$ cat config.mk
export PLATFORM = sky130hd
export DESIGN_NAME = gpr_file_flat
export DESIGN_NICKNAME = d
export VERILOG_FILES = /design/src/rtl/gpr_file_pkg.sv /design/src/rtl/gpr_file_if.sv /design/src/rtl/gpr_file_read_port.sv /design/src/rtl/gpr_file.sv /design/src/flat_wrapper.sv
export SDC_FILE = /design/constraint.sdc
export NUM_CORES = 2
export LEC_CHECK = 0
export BUFFER_PORTS_ARGS = -buffer_cell sky130_fd_sc_hd__buf_2
export CORE_MARGIN = 4
export CORE_UTILIZATION = 50
export DETAILED_ROUTE_END_ITERATION = 8
export GPL_ROUTABILITY_DRIVEN = 0
export MAX_ROUTING_LAYER = met4
export PLACE_DENSITY = 0.7
export SKIP_CTS_REPAIR_TIMING = 1
export SKIP_LAST_GASP = 1
export SYNTH_ARGS = -nofsm -noshare
export SYNTH_HDL_FRONTEND = slang
export SYNTH_SLANG_ARGS = --single-unit
export TNS_END_PERCENT = 30
$ cat constraint.sdc
create_clock -name clk -period 2.49 [get_ports clk]
set_clock_uncertainty 0.15 [all_clocks]
set_input_delay 0 -clock clk [delete_from_list [all_inputs] [get_ports clk]]
set_output_delay 0 -clock clk [all_outputs]
set_load 0.05 [all_outputs]
$ cat src/rtl/gpr_file_pkg.sv
// gpr_file_pkg
// Shared definitions for the general-purpose register file: default widths,
// architectural register indices, the commit record type and the helper that
// decides whether a W-stage write really changes state.
package gpr_file_pkg;

  localparam int GPR_DATA_W = 32;
  localparam int GPR_ADDR_W = 5;

  // $zero is hardwired; $ra is the link register used by jal/jalr.
  localparam logic [GPR_ADDR_W-1:0] REG_ZERO = GPR_ADDR_W'(0);
  localparam logic [GPR_ADDR_W-1:0] REG_RA   = GPR_ADDR_W'(31);

  // One retired register write, as seen by a trace monitor.
  typedef struct packed {
    logic [31:0]           pc;
    logic [GPR_ADDR_W-1:0] addr;
    logic [GPR_DATA_W-1:0] data;
  } commit_rec_t;

  // A write only counts when enabled and not aimed at $zero.
  function automatic logic is_effective(input logic we,
                                        input logic [GPR_ADDR_W-1:0] a3);
    return we && (a3 != REG_ZERO);
  endfunction

endpackage

$ cat src/rtl/gpr_file_if.sv
// gpr_file_if
// Bundles the W-stage write port, the two D-stage read ports and the commit
// log of the register file.
//   master : pipeline side, drives write/read requests, receives rd1/rd2/commit
//   slave  : register file side
interface gpr_file_if #(
  parameter int DATA_W = 32,
  parameter int ADDR_W = 5
);

  logic              we_w;
  logic [ADDR_W-1:0] a3_w;
  logic [DATA_W-1:0] wd_w;
  logic [31:0]       pc_w;
  logic [ADDR_W-1:0] a1;
  logic [ADDR_W-1:0] a2;
  logic [DATA_W-1:0] rd1;
  logic [DATA_W-1:0] rd2;
  logic              commit_valid;
  logic [31:0]       commit_pc;
  logic [ADDR_W-1:0] commit_addr;
  logic [DATA_W-1:0] commit_data;
  logic [31:0]       commit_count;

  modport master (
    output we_w, a3_w, wd_w, pc_w, a1, a2,
    input  rd1, rd2, commit_valid, commit_pc, commit_addr, commit_data,
           commit_count
  );

  modport slave (
    input  we_w, a3_w, wd_w, pc_w, a1, a2,
    output rd1, rd2, commit_valid, commit_pc, commit_addr, commit_data,
           commit_count
  );

endinterface

$ cat src/rtl/gpr_file_read_port.sv
// gpr_read_port
// One asynchronous read port of the register file.
//   addr     : read index
//   wr_en    : effective write this cycle (already excludes index 0)
//   wr_addr  : index being written this cycle
//   wr_data  : data being written this cycle
//   mem_data : storage contents at addr
//   rdata    : $zero -> 0, same-cycle write -> wr_data, else mem_data
module gpr_read_port
  import gpr_file_pkg::*;
#(
  parameter int DATA_W = GPR_DATA_W,
  parameter int ADDR_W = GPR_ADDR_W
) (
  input  logic [ADDR_W-1:0] addr,
  input  logic              wr_en,
  input  logic [ADDR_W-1:0] wr_addr,
  input  logic [DATA_W-1:0] wr_data,
  input  logic [DATA_W-1:0] mem_data,
  output logic [DATA_W-1:0] rdata
);

  // The W->D bypass lives here so the hazard unit never forwards from W.
  always_comb begin
    rdata = mem_data;
    if (addr == ADDR_W'(0)) begin
      rdata = '0;
    end else if (wr_en && (wr_addr == addr)) begin
      rdata = wr_data;
    end
  end

endmodule

$ cat src/rtl/gpr_file.sv
// gpr_file
// 32 x 32-bit MIPS general-purpose register file with one W-stage write port,
// two combinational D-stage read ports with internal write-through bypass,
// a registered commit record and a retired-write counter.
//   clk   : clock
//   reset : synchronous, active-high; clears storage, commit record, counter
//   bus   : gpr_file_if slave (write port, read ports, commit log)
// The commit record type comes from the package, so DATA_W/ADDR_W are
// expected to match the package defaults.
module gpr_file
  import gpr_file_pkg::*;
#(
  parameter int DATA_W = GPR_DATA_W,
  parameter int ADDR_W = GPR_ADDR_W
) (
  input logic        clk,
  input logic        reset,
  gpr_file_if.slave  bus
);

  localparam int DEPTH = 2 ** ADDR_W;

  logic [DATA_W-1:0] regs [DEPTH];
  logic              wr_eff;
  logic              commit_valid_q;
  commit_rec_t       commit_q;
  logic [31:0]       count_q;
  logic [DATA_W-1:0] rd1_int;
  logic [DATA_W-1:0] rd2_int;

  assign wr_eff = is_effective(bus.we_w, bus.a3_w);

  // Storage. Entry 0 is cleared by reset and never written, and the read
  // ports mask it anyway. Reset wins over a write in the same cycle.
  always_ff @(posedge clk) begin
    if (reset) begin
      for (int i = 0; i < DEPTH; i++) begin
        regs[i] <= '0;
      end
    end else if (wr_eff) begin
      regs[bus.a3_w] <= bus.wd_w;
    end
  end

  // Commit record: valid pulses for one cycle after each effective write;
  // the payload fields hold their last value otherwise.
  always_ff @(posedge clk) begin
    if (reset) begin
      commit_valid_q <= 1'b0;
      commit_q       <= '0;
    end else begin
      commit_valid_q <= wr_eff;
      if (wr_eff) begin
        commit_q.pc   <= bus.pc_w;
        commit_q.addr <= bus.a3_w;
        commit_q.data <= bus.wd_w;
      end
    end
  end

  // Retired-write counter, wraps naturally at 2**32.
  always_ff @(posedge clk) begin
    if (reset) begin
      count_q <= '0;
    end else if (wr_eff) begin
      count_q <= count_q + 32'd1;
    end
  end

  gpr_read_port #(.DATA_W(DATA_W), .ADDR_W(ADDR_W)) u_rd1 (
    .addr     (bus.a1),
    .wr_en    (wr_eff),
    .wr_addr  (bus.a3_w),
    .wr_data  (bus.wd_w),
    .mem_data (regs[bus.a1]),
    .rdata    (rd1_int)
  );

  gpr_read_port #(.DATA_W(DATA_W), .ADDR_W(ADDR_W)) u_rd2 (
    .addr     (bus.a2),
    .wr_en    (wr_eff),
    .wr_addr  (bus.a3_w),
    .wr_data  (bus.wd_w),
    .mem_data (regs[bus.a2]),
    .rdata    (rd2_int)
  );

  assign bus.rd1          = rd1_int;
  assign bus.rd2          = rd2_int;
  assign bus.commit_valid = commit_valid_q;
  assign bus.commit_pc    = commit_q.pc;
  assign bus.commit_addr  = commit_q.addr;
  assign bus.commit_data  = commit_q.data;
  assign bus.commit_count = count_q;

endmodule

$ cat src/flat_wrapper.sv
// flat-port wrapper written by rule: the top's interface ports become plain ports
module gpr_file_flat import gpr_file_pkg::*;
#(
  parameter int DATA_W = GPR_DATA_W,
  parameter int ADDR_W = GPR_ADDR_W
)
  (clk, reset, bus_we_w, bus_a3_w, bus_wd_w, bus_pc_w, bus_a1, bus_a2, bus_rd1, bus_rd2, bus_commit_valid, bus_commit_pc, bus_commit_addr, bus_commit_data, bus_commit_count);
  gpr_file_if #(.DATA_W(DATA_W), .ADDR_W(ADDR_W)) bus_i ();
  input logic clk;
  input logic reset;
  input wire logic [$bits(bus_i.we_w)-1:0] bus_we_w;
  input wire logic [$bits(bus_i.a3_w)-1:0] bus_a3_w;
  input wire logic [$bits(bus_i.wd_w)-1:0] bus_wd_w;
  input wire logic [$bits(bus_i.pc_w)-1:0] bus_pc_w;
  input wire logic [$bits(bus_i.a1)-1:0] bus_a1;
  input wire logic [$bits(bus_i.a2)-1:0] bus_a2;
  output wire logic [$bits(bus_i.rd1)-1:0] bus_rd1;
  output wire logic [$bits(bus_i.rd2)-1:0] bus_rd2;
  output wire logic [$bits(bus_i.commit_valid)-1:0] bus_commit_valid;
  output wire logic [$bits(bus_i.commit_pc)-1:0] bus_commit_pc;
  output wire logic [$bits(bus_i.commit_addr)-1:0] bus_commit_addr;
  output wire logic [$bits(bus_i.commit_data)-1:0] bus_commit_data;
  output wire logic [$bits(bus_i.commit_count)-1:0] bus_commit_count;
  assign bus_i.we_w = bus_we_w;
  assign bus_i.a3_w = bus_a3_w;
  assign bus_i.wd_w = bus_wd_w;
  assign bus_i.pc_w = bus_pc_w;
  assign bus_i.a1 = bus_a1;
  assign bus_i.a2 = bus_a2;
  assign bus_rd1 = bus_i.rd1;
  assign bus_rd2 = bus_i.rd2;
  assign bus_commit_valid = bus_i.commit_valid;
  assign bus_commit_pc = bus_i.commit_pc;
  assign bus_commit_addr = bus_i.commit_addr;
  assign bus_commit_data = bus_i.commit_data;
  assign bus_commit_count = bus_i.commit_count;
  gpr_file #(.DATA_W(DATA_W), .ADDR_W(ADDR_W)) u_core (.clk(clk), .reset(reset), .bus(bus_i));
endmodule
==> impl_results.md <==
* Clk buf depth at 3
* Dpl cells at 6092
* WHS Path Cells at 5
* Main synth FF type: edfxtp_1
* Worst-Margin Slew at 1.04 ns
* Global-route wire length before repair at about 290000 um
* Worst min-delay path class: in -> reg
* Yosys warns at 0
* FF-to-FF path depth at 7
* Max incr delay on CP at 0.63 ns
* Initial antenna violation count at 8
* DR WL/cell at ~32 um
* Failing checks: negative setup slack
* Finished Layout Cells at ~6500
* Ports at 248
* CTS buffer count at between 100 and 150
* Core area at ~0.12 mm^2
* Worst endpoint required time at about 2.3 ns
* Largest net degree at the start of global routing at between 100 and 150
* Layout area overhead at 19.4%
* Port buffer count at approximately 250
* Post-synth EDFFs at 1024
* GRT Util Overall at around a third
* Post-DRT Antenna Nets at 0
* 1st-pass router iterations at 6
* Clk slew on worst S/H paths at 0.06 ns
* Overflow after GRT at 0
* Critical-path cell list: buf_8 > buf_4 > buf_12 > xor2_1 > nor3_1 > nand4_1 > buf_12 > nand2_1 > a211oi_1 > a221o_1 > buf_2
* Die width at ~350 um
* Final hold violation count at 0
* Clock root buffer: clkbuf_16
* Final worst slack at -0.542 ns
* Clk sinks at roughly 1100
* Cell area after layout at between 0.07 and 0.08 mm^2
* Post-Syn Area at 0.0594 mm^2
* Total number of vias at around 43000
* Num rows at 126
* Hold_ws at about 0.032 ns
* Most used cell, CP: buf_12
* Dpl cell area at roughly 0.066 mm^2
* Synth Area per Inst at ~14 um^2
* Crit path kind: in -> out
* CTS tree: built
* WP data arrival at about 2.9 ns
* Fmax at approximately 0.33 GHz
* Worst slew margin at between 30% and 40%
* Vias in the first global route at between 40000 and 50000
* Starting density of the core at 50.4%
* WL final at 208000 um
* Layout Nets at approximately 4900
* Max cap viols at 0
* Tcrit/Tclk final at 122%
* Post-synthesis register bit count at 1126
* Post-route DRC at 0
* Total power at about 47000 uW
* Crit path launch type: primary input
* PD cells at roughly 660 mW/mm^2
* Clk_lat worst skew at a little over 0.7 ns
* Worst reg2reg startpoint: u_core.bus.commit_count[3]
* Sequential fraction of the synthesis area at 55.2%
* Ratio of cells with drive above 1 in the final layout at ~28%
* Final min period at 3.03 ns
* Syn Inst Count at between 4000 and 5000
* Chip height at 353 um
* Asr flop ratio synth at 0%
* Critical Path Fanout Max at 49
* DRT iter0 DRCs at 7194
* Vias per inst at ~6.7
* Slew Viols, Final at 0
* DIE AREA at roughly 0.12 mm^2
* Slowest CP cell: a211oi_1
* Final HPWL DP at 132000 um
* Setup TNS at -21.78 ns
* Final setup violation count at 64
* CP endpoint kind: output pin
* Worst Setup SP: bus_a1[1]
* Pleak at about 0.026 uW
* Number of H-tree levels at 3
* RSZ-0062 raised after global routing: yes
* Netlist cell types at 63
* Hold_sp: bus_a3_w[1]
* Peak supply drop at around 600 uV
* Status: finished with violations
==> kinds of logic (layout without fill, tap and decap cells) <==
logic type | Yosys count | after routing | synth area share (%)
simple gates | 1502 | 1502 | 14.2
xor+xnor | 36 | 36 | 0.531
mux | 684 | 684 | 20.5
buf+inv | 460 | 1022 | 3.66
flops | 1126 | 1126 | 55.2
other cells | 1 | 37 | 0.00631
fa+ha+maj | 1 | 1 | 0.0211
compound gates | 509 | 509 | 5.89
==> cell type report <==
type	count	area, um^2
Antenna cell	5	12.5
Clock buffer	151	3060
Clock inverter	56	418
Fill cell	8824	47000
Inverter	16	60.1
Multi-Input combinational cell	2764	25000
Sequential cell	1126	32800
Tap cell	1536	1920
Timing Repair Buffer	799	7660
==> registers in the layout (all words and copies together) (netlist names) <==
signal and cells:
u_core.bus.commit_addr 5, u_core.bus.commit_count 32, u_core.bus.commit_data 32, u_core.bus.commit_valid 1
u_core.regs 1024, u_core.bus.commit_pc 32
==> synth_stat cells (8+ instances only) <==
| master | count | area, um^2 |
|---|---|---|
| a221oi_1 | 81 | 709 |
| nand2_1 | 205 | 769 |
| or3_1 | 8 | 50.1 |
| nand3_1 | 25 | 125 |
| mux2_2 | 14 | 158 |
| mux4_2 | 426 | 9590 |
| a211oi_1 | 59 | 443 |
| clkbuf_1 | 306 | 1150 |
| nor2_1 | 121 | 454 |
| inv_1 | 14 | 52.6 |
| a22oi_1 | 37 | 278 |
| edfxtp_1 | 1024 | 30700 |
| and3_1 | 16 | 100 |
| a221oi_2 | 11 | 165 |
| and2_1 | 843 | 5270 |
| nor3_1 | 166 | 831 |
| xor2_1 | 29 | 254 |
| buf_2 | 51 | 255 |
| a31oi_1 | 17 | 106 |
| buf_1 | 19 | 71.3 |
| nor2b_1 | 37 | 231 |
| buf_4 | 32 | 240 |
| a21oi_1 | 128 | 641 |
| a32oi_1 | 16 | 140 |
| o21ai_0 | 94 | 470 |
| nand4_1 | 10 | 62.6 |
| or2_2 | 37 | 231 |
| mux2i_1 | 244 | 2440 |
| dfxtp_1 | 102 | 2040 |
| buf_6 | 28 | 315 |
| a221o_1 | 20 | 200 |
==> layer usage <==
| layer | track usage (%) | vias up | part of all wire, % |
|---|---|---|---|
| met1 | 43.5 | 21700 | 36 |
| met2 | 48.0 | 3637 | 45 |
| met4 | 14.9 | 0 | 5.5 |
| met3 | 8.66 | 690 | 14 |
| li1 | - | 17500 | - |
| met5 | - | - | 0 |
==> critical path: cells and delay by family <==
kind                   cells  cell delay [ns]
buffers and inverters      5             1.13
AO/OA/AOI/OAI              2             0.91
AND/OR/NAND/NOR            3             0.60
XOR/XNOR                   1             0.20
==> through the flow <==
step	util (%)	worst slack [ns]
after floorplan	-	-0.105
after global placement	55.6	-0.512
after detailed placement	55.6	-0.463
after CTS	58.5	-0.794
after global routing	60.1	-0.520
final	60.1	-0.542
==> worst paths after layout <==
check	to	slack, ns
worst min-delay path	u_core.regs[2][21]	0.03
worst max register to register	u_core.bus.commit_count[25]	0.38
worst min register to register	u_core.bus.commit_data[12]	0.30
worst max-delay path	bus_rd1[9]	-0.54
==> placed cells by master (no fill, tap or decap), drive strengths merged, types with 8 or more instances in the layout <==
cell type / count
nand2: 205
dlygate4sd3: 149
nor2b: 37
a32oi: 16
a221oi: 92
nand4: 10
clkbuf: 151
or3: 8
nand3: 25
or2: 38
nor2: 128
o21ai: 102
clkinv: 48
xor2: 29
a221o: 20
dfxtp: 102
mux4: 426
buf: 650
a31oi: 17
a22oi: 37
and2: 843
and3: 16
a211oi: 59
inv: 18
conb: 32
edfxtp: 1024
a21oi: 128
mux2i: 244
mux2: 14
nor3: 167
==> power by group <==
part	leakage, uW	internal (uW)	switching, uW
Sequential	0.0106	21600	546
Combinational	0.0134	3200	4610
Clock	0.00169	9090	7460
Power figures use the tool's default switching activity.
